File: src/rtl/mux_demux_pkg.sv
// Shared encodings for the 2:1 merge mux and its 1:2 demux counterpart.
package mux_demux_pkg;

    localparam logic SEL_I0       = 1'b0;
    localparam logic SEL_I1       = 1'b1;
    // Reset as if i1 won last, so i0 takes the first conflict.
    localparam logic LAST_SEL_RST = SEL_I1;

    typedef enum logic {
        SLOT_EMPTY = 1'b0,
        SLOT_FULL  = 1'b1
    } slot_state_t;

endpackage

File: src/rtl/mux2_1_stream_rr_arb2.sv
// Two-request round-robin arbiter; remembers the last granted index.
module rr_arb2
    import mux_demux_pkg::*;
(
    input  logic       clk,
    input  logic       rst,
    input  logic [1:0] req,
    input  logic       en,
    output logic [1:0] gnt,
    output logic       gnt_idx,
    output logic       last_sel
);

    always_comb begin
        gnt     = 2'b00;
        gnt_idx = SEL_I0;
        if (en) begin
            unique case (req)
                2'b01: begin
                    gnt     = 2'b01;
                    gnt_idx = SEL_I0;
                end
                2'b10: begin
                    gnt     = 2'b10;
                    gnt_idx = SEL_I1;
                end
                2'b11: begin
                    // Contention: the side that did not win last time goes now.
                    gnt_idx = ~last_sel;
                    gnt     = (last_sel == SEL_I1) ? 2'b01 : 2'b10;
                end
                default: begin
                    gnt     = 2'b00;
                    gnt_idx = SEL_I0;
                end
            endcase
        end
    end

    always_ff @(posedge clk) begin
        if (rst) begin
            last_sel <= LAST_SEL_RST;
        end else if (en && (|gnt)) begin
            last_sel <= gnt_idx;
        end
    end

endmodule

File: src/rtl/mux2_1_stream.sv
// 2:1 merging stream mux with a single registered output slot and round-robin arbitration.
//
// Handshake: a word moves on any port exactly when valid & ready are both high at a
// rising clk edge. valid never waits on ready; ready here is combinational from the
// inputs' valid and o_ready, and is only raised toward a valid input.
module mux2_1_stream
    import mux_demux_pkg::*;
#(
    parameter int WIDTH = 8
) (
    input  logic             clk,
    input  logic             rst,
    input  logic [WIDTH-1:0] i0_d,
    input  logic             i0_valid,
    output logic             i0_ready,
    input  logic [WIDTH-1:0] i1_d,
    input  logic             i1_valid,
    output logic             i1_ready,
    output logic [WIDTH-1:0] o_d,
    output logic             o_s0,
    output logic             o_valid,
    input  logic             o_ready
);

    slot_state_t state;
    slot_state_t state_next;
    logic        slot_free;
    logic        arb_en;
    logic [1:0]  gnt;
    logic        gnt_idx;
    logic        last_sel;
    logic        in_xfer;
    logic        out_xfer;

    assign o_valid   = (state == SLOT_FULL);
    assign slot_free = (state == SLOT_EMPTY) | o_ready;
    // Nothing is accepted while reset is asserted.
    assign arb_en    = slot_free & ~rst;

    rr_arb2 u_arb (
        .clk      (clk),
        .rst      (rst),
        .req      ({i1_valid, i0_valid}),
        .en       (arb_en),
        .gnt      (gnt),
        .gnt_idx  (gnt_idx),
        .last_sel (last_sel)
    );

    assign i0_ready = gnt[0];
    assign i1_ready = gnt[1];
    assign in_xfer  = |gnt;
    assign out_xfer = o_valid & o_ready;

    always_comb begin
        state_next = state;
        if (in_xfer) begin
            state_next = SLOT_FULL;
        end else if (out_xfer) begin
            state_next = SLOT_EMPTY;
        end
    end

    always_ff @(posedge clk) begin
        if (rst) begin
            state <= SLOT_EMPTY;
        end else begin
            state <= state_next;
        end
    end

    always_ff @(posedge clk) begin
        if (rst) begin
            o_d  <= '0;
            o_s0 <= SEL_I0;
        end else if (in_xfer) begin
            o_d  <= (gnt_idx == SEL_I1) ? i1_d : i0_d;
            o_s0 <= gnt_idx;
        end
    end

endmodule

File: config.mk
export PLATFORM = sky130hd
export DESIGN_NAME = mux2_1_stream
export DESIGN_NICKNAME = d
export VERILOG_FILES = /design/src/rtl/mux_demux_pkg.sv /design/src/rtl/mux2_1_stream_rr_arb2.sv /design/src/rtl/mux2_1_stream.sv
export SDC_FILE = /design/constraint.sdc
export NUM_CORES = 1
export LEC_CHECK = 0
export ABC_AREA = 1
export CAP_MARGIN = 10
export CORE_AREA = 2 2 39 41
export DETAILED_ROUTE_END_ITERATION = 6
export DIE_AREA = 0 0 41 43
export DONT_BUFFER_PORTS = 1
export SETUP_SLACK_MARGIN = 0.3
export SYNTH_ARGS = -nofsm -noshare
export SYNTH_HDL_FRONTEND = slang
export SYNTH_HIERARCHICAL = 1
export SYNTH_SLANG_ARGS = --single-unit
File: constraint.sdc
create_clock -name clk -period 1.6 [get_ports clk]
set_input_delay 0.32 -clock clk [delete_from_list [all_inputs] [get_ports clk]]
set_output_delay 0.32 -clock clk [all_outputs]
set_load 0.02 [all_outputs]
* Yosys cells after proc, flatten, opt, wreduce, memory -nomap -nowiden
Index checks and enable logic that the tools add are counted.
** Operators by class
- Eq/ne operators :: 3
- Multiplexer cells :: 8
- Bitwise gates (word level) :: 6
- Reductions and logical operators :: 3
** Operator list (number)
- 8-bit 2-to-1 mux :: 1
- 2-bit one-hot mux with 3 select lines :: 1
- 2-bit == test (second input constant) :: 2
- 2-bit 2-to-1 mux :: 2
- 1-bit 2-to-1 mux :: 3
- 1-bit NOT :: 3
- 1-bit bitwise AND :: 2
- 2-bit by 1-bit == test with 1-bit output (second input constant) :: 1
- 1-bit one-hot mux with 2 select lines :: 1
- 2-bit nonzero test :: 1
- 2-bit OR reduction :: 1
- 1-bit logical AND :: 1
- 1-bit OR :: 1
** Storage, ports and cells
- Flip-flop bits (word level) :: 11
- Bits of input ports :: 21
- Output and inout bits :: 12
- Word-level logic and storage cells :: 24

* Logic depth before layout (Yosys ltp)
- Depth after elaboration :: 6
- Depth in mapped cells :: 12
- Depth with buffers taken out :: 11

* Modules after synthesis
Netlist, hierarchy kept.
** By module, submodules not included
- mux2_1_stream :: instances 1, cells an instance 86, area an instance 515.5 µm², seq. area each 200.2 µm²
- rr_arb2 :: instances 1, cells an instance 15, area an instance 87.6 µm², seq. area each 20.0 µm²

* Worst setup path after synthesis
Ideal clock, no wire load.
- Path kind :: register -> register
- From :: register state (netlist: o_valid)
- To :: register o_s0
- Data arrival time :: 1.501 ns
- Required time :: 1.481 ns
- Setup slack :: -0.020 ns
- Cell stages (with the launch flop) :: 8
- Clock period less this slack :: 1.620 ns
- Cells stage by stage :: dfxtp_1 -> a21oi_1 -> inv_1 -> nor2_1 -> nor2_4 -> buf_6 -> o21ai_2 -> nor2_2
** On the way
- Word-level cells in the longest chain between the ends :: 5
** Ends and longest elaborated chain
- start, declared :: RTL line mux2_1_stream.sv:25 : slot_state_t state;
- start signal, assigned :: RTL line mux2_1_stream.sv:68 : state <= state_next;
- 1-bit NOT :: RTL line mux2_1_stream.sv:36 : assign slot_free = (state == SLOT_EMPTY) | o_ready;
- 1-bit OR :: RTL line mux2_1_stream.sv:36
- 1-bit bitwise AND :: RTL line mux2_1_stream.sv:38 : assign arb_en = slot_free & ~rst;
- named net arb_en :: RTL line mux2_1_stream.sv:28 : logic arb_en;
- 2-bit 2-to-1 mux :: RTL line mux2_1_stream_rr_arb2.sv:17 : if (en) begin
- named net i0_ready :: RTL line mux2_1_stream.sv:15 : output logic i0_ready,
- 2-bit OR reduction :: RTL line mux2_1_stream.sv:52 : assign in_xfer = |gnt;
- end signal, assigned :: RTL line mux2_1_stream.sv:78 : o_s0 <= gnt_idx;
- end, declared :: RTL line mux2_1_stream.sv:20 : output logic o_s0,
The timed path passes the listed nets, and every way through them passes these cells.
A chain may end at the register's enable or synchronous reset.

* Worst setup path in the final report
- From :: register state (netlist: o_valid)
- To :: output i1_ready
** On the way
- Word-level cells in the longest chain between the ends :: 4
** Ends and longest elaborated chain
- 1-bit NOT :: RTL line mux2_1_stream.sv:36
- 1-bit OR :: RTL line mux2_1_stream.sv:36
- 1-bit bitwise AND :: RTL line mux2_1_stream.sv:38
- named net arb_en :: RTL line mux2_1_stream.sv:28
- 2-bit 2-to-1 mux :: RTL line mux2_1_stream_rr_arb2.sv:17
- end, declared :: RTL line mux2_1_stream.sv:18 : output logic i1_ready,
The timed path passes the listed nets, and every way through them passes these cells.

==> results.py <==
metrics = {
    "outcome": {
        "status": "finished, final reports clean",
    },
    "clocking": {
        "htree_levels": 1,
        "numCtsBuffers": 3,
        "cts_hold_buf": 0,
        "clock-sinks": 11,
        "clkTransAtPathRegs_ns": 0.07,
        "clk_latency_ns": 0.27,
        "tritoncts": "built",
        "cts_root_buffer": "clkbuf_4",
        "cts_buffer_depth": 2,
    },
    "route": {
        "first_iter_violations": 12,
        "drc": 0,
        "wire_per_inst_um": 10.6,
        "ant_nets": 0,
        "first_pass_iters": 4,
        "vias": 616,
        "vias_per_cell": 4.63,
        "wl_um": 1410,
    },
    "yosys": {
        "ys.warnings.count": 6,
        "seq_area_frac_synth": 0.365,
        "ys_ff_latch": 11,
        "synthTopCellsByCount": "43 x nand2_1, 17 x nor2_1, 14 x inv_1",
        "synth.most_common_cell": "nand2_1",
        "yosysUniqueCellTypes": 16,
        "synthCells": 101,
        "ys.flop_type": "dfxtp_1",
        "syn-cell-area_um2": 603,
        "syn_nets": 122,
        "synth_area_leaders": "dfxtp_1 37%, nand2_1 27%, nor2_1 11%",
        "synth.avg_cell_area_um2": 5.97,
        "synth_top_area_frac": 0.365,
        "yosysTopAreaCell": "dfxtp_1",
        "async_reset_ff_frac": 0,
        "synth_edf_count": 0,
    },
    "global_routing": {
        "grt_max_degree": 10,
        "grt_first_pass_wirelength_um": 2240,
        "antenna_found_initial": 0,
        "grt_pass1_vias": 560,
        "overflow": 0,
        "grt_usage": 0.196,
    },
    "flow_run": {
        "maxCapViolCount": 0,
    },
    "placement": {
        "port-buffer-count": 0,
        "dpl.hpwl_um": 872,
        "place_area_um2": 627,
        "placedCellCount": 116,
        "place.gp.congestion": 0.742,
    },
    "timing": {
        "period_share": 0.893,
        "max_freq_mhz": 700,
        "final.min_clock_period_ns": 1.43,
        "slew_violations": 0,
        "hold_violations": 0,
        "rsz0062_at_grt": "true",
        "setup_tns_ns": 0,
        "maxSlewHeadroom": 0.814,
        "setup_viol": 0,
        "worst_slew_pin_slew_ns": 0.278,
        "finalClockSkew_ns": 0.00113,
        "hold_ws_ns": 0.0916,
    },
    "floorplan": {
        "die_h_um": 43,
        "start_util": 0.436,
        "die_w_um": 41,
        "ios": 33,
        "rows": 14,
        "core_area_um2": 1380,
        "die_area_um2": 1760,
    },
    "worst_setup_path": {
        "arrival_ns": 1.11,
        "cp_max_fo": 3,
        "path_cells": "a21oi_4 -> nand2_2 -> inv_2 -> nand2_4 -> inv_6",
        "required_ns": 1.28,
        "start_kind": "flop",
        "end_kind": "primary output",
        "worst-setup-path-type": "reg -> out",
        "cpPeakStageDelay_ns": 0.38,
        "slowest_stage": "dfxtp_4",
    },
    "hold_path": {
        "hp-class": "in -> reg",
    },
    "power_and_ir_drop": {
        "p_per_area_nw_per_um2": 880,
        "p_leak_nw": 0.454,
        "ir_drop_uv": 398,
    },
    "finish": {
        "fin_area_um2": 847,
        "nNetsFinal": 139,
        "postLayoutCoreUtil": 0.612,
        "n_antenna_cell": 0,
        "areaGrowthSynthToFinish_pct": 40.5,
        "drive_gt1_frac": 0.308,
        "fin_cells": 133,
    },
}
==> where the power goes <==
part           total [mW]  internal [mW]  switching, mW
registers           0.349          0.301         0.0481
clock network       0.197         0.0966          0.100
logic               0.199          0.100         0.0990
==> through the flow <==
step           setup WS (ns)  total power [mW]
6_report               0.172             0.745
5_1_grt                0.121             0.787
4_1_cts                0.162             0.739
3_5_place_dp           0.134             0.478
3_3_place_gp           0.170             0.476
2_1_floorplan          0.300             0.464
==> final timing paths <==
check,startpoint,endpoint,slack [ns],cells past startpoint
max,o_valid$_SDFFE_PP0P_,i1_ready,0.17,5
min,rst,o_valid$_SDFFE_PP0P_,0.09,1
max reg2reg,o_valid$_SDFFE_PP0P_,o_d[3]$_SDFFE_PP0P_,0.20,10
min reg2reg,u_arb/last_sel$_SDFFE_PP1P_,u_arb/last_sel$_SDFFE_PP1P_,0.51,2
==> critical path: cells and delay by family (launching register included) <==
| family | cells | cell delay (ns) |
|---|---|---|
| flip-flops | 1 | 0.38 |
| buffers and inverters | 2 | 0.15 |
| AND/OR/NAND/NOR | 2 | 0.14 |
| AO/OA/AOI/OAI | 1 | 0.16 |
==> what timing repair did <==
action / 4_1_cts / 5_1_grt
pin swaps: 5 / 3
resized for setup: 14 / 3
buffers inserted: 9 / 1
endpoints found under the hold margin: 0 / 0
endpoints found under the setup margin: 12 / 13
gates cloned: 2 / 1
==> final cells by class <==
type,instances,area (um^2)
Clock buffer,4,26.3
Fill cell,128,537
Inverter,17,76.3
Multi-Input combinational cell,71,338
Sequential cell,11,224
Tap cell,16,20.0
Timing Repair Buffer,14,163
==> state kept, by name, summed over array words and instances, names as in the netlist <==
signal          flops
u_arb/last_sel      1
o_valid             1
o_d                 8
o_s0                1
==> metal layers <==
metal,vias up,wire (um),GRT usage
met5,-,0,0
met4,0,32,0.120
met3,4,106,0.0733
met2,21,715,0.309
met1,266,552,0.207
li1,325,-,-
==> cells in the final DEF, fill, tap and decap left out, types with 3 or more instances in the layout <==
cell type / count
clkbuf_4: 3
nand2_1: 42
dfxtp_1: 10
nor2_1: 15
buf_4: 9
nand2_2: 3
inv_1: 11
==> cells by family after synthesis <==
family / after synthesis / share of synthesized area
and+or+nand+nor: 68 / 0.467
AOI/OAI and AO/OA: 3 / 0.0311
DFF: 11 / 0.365
buffers and inverters: 19 / 0.137
Note: power is estimated with default switching activity, not from simulation.
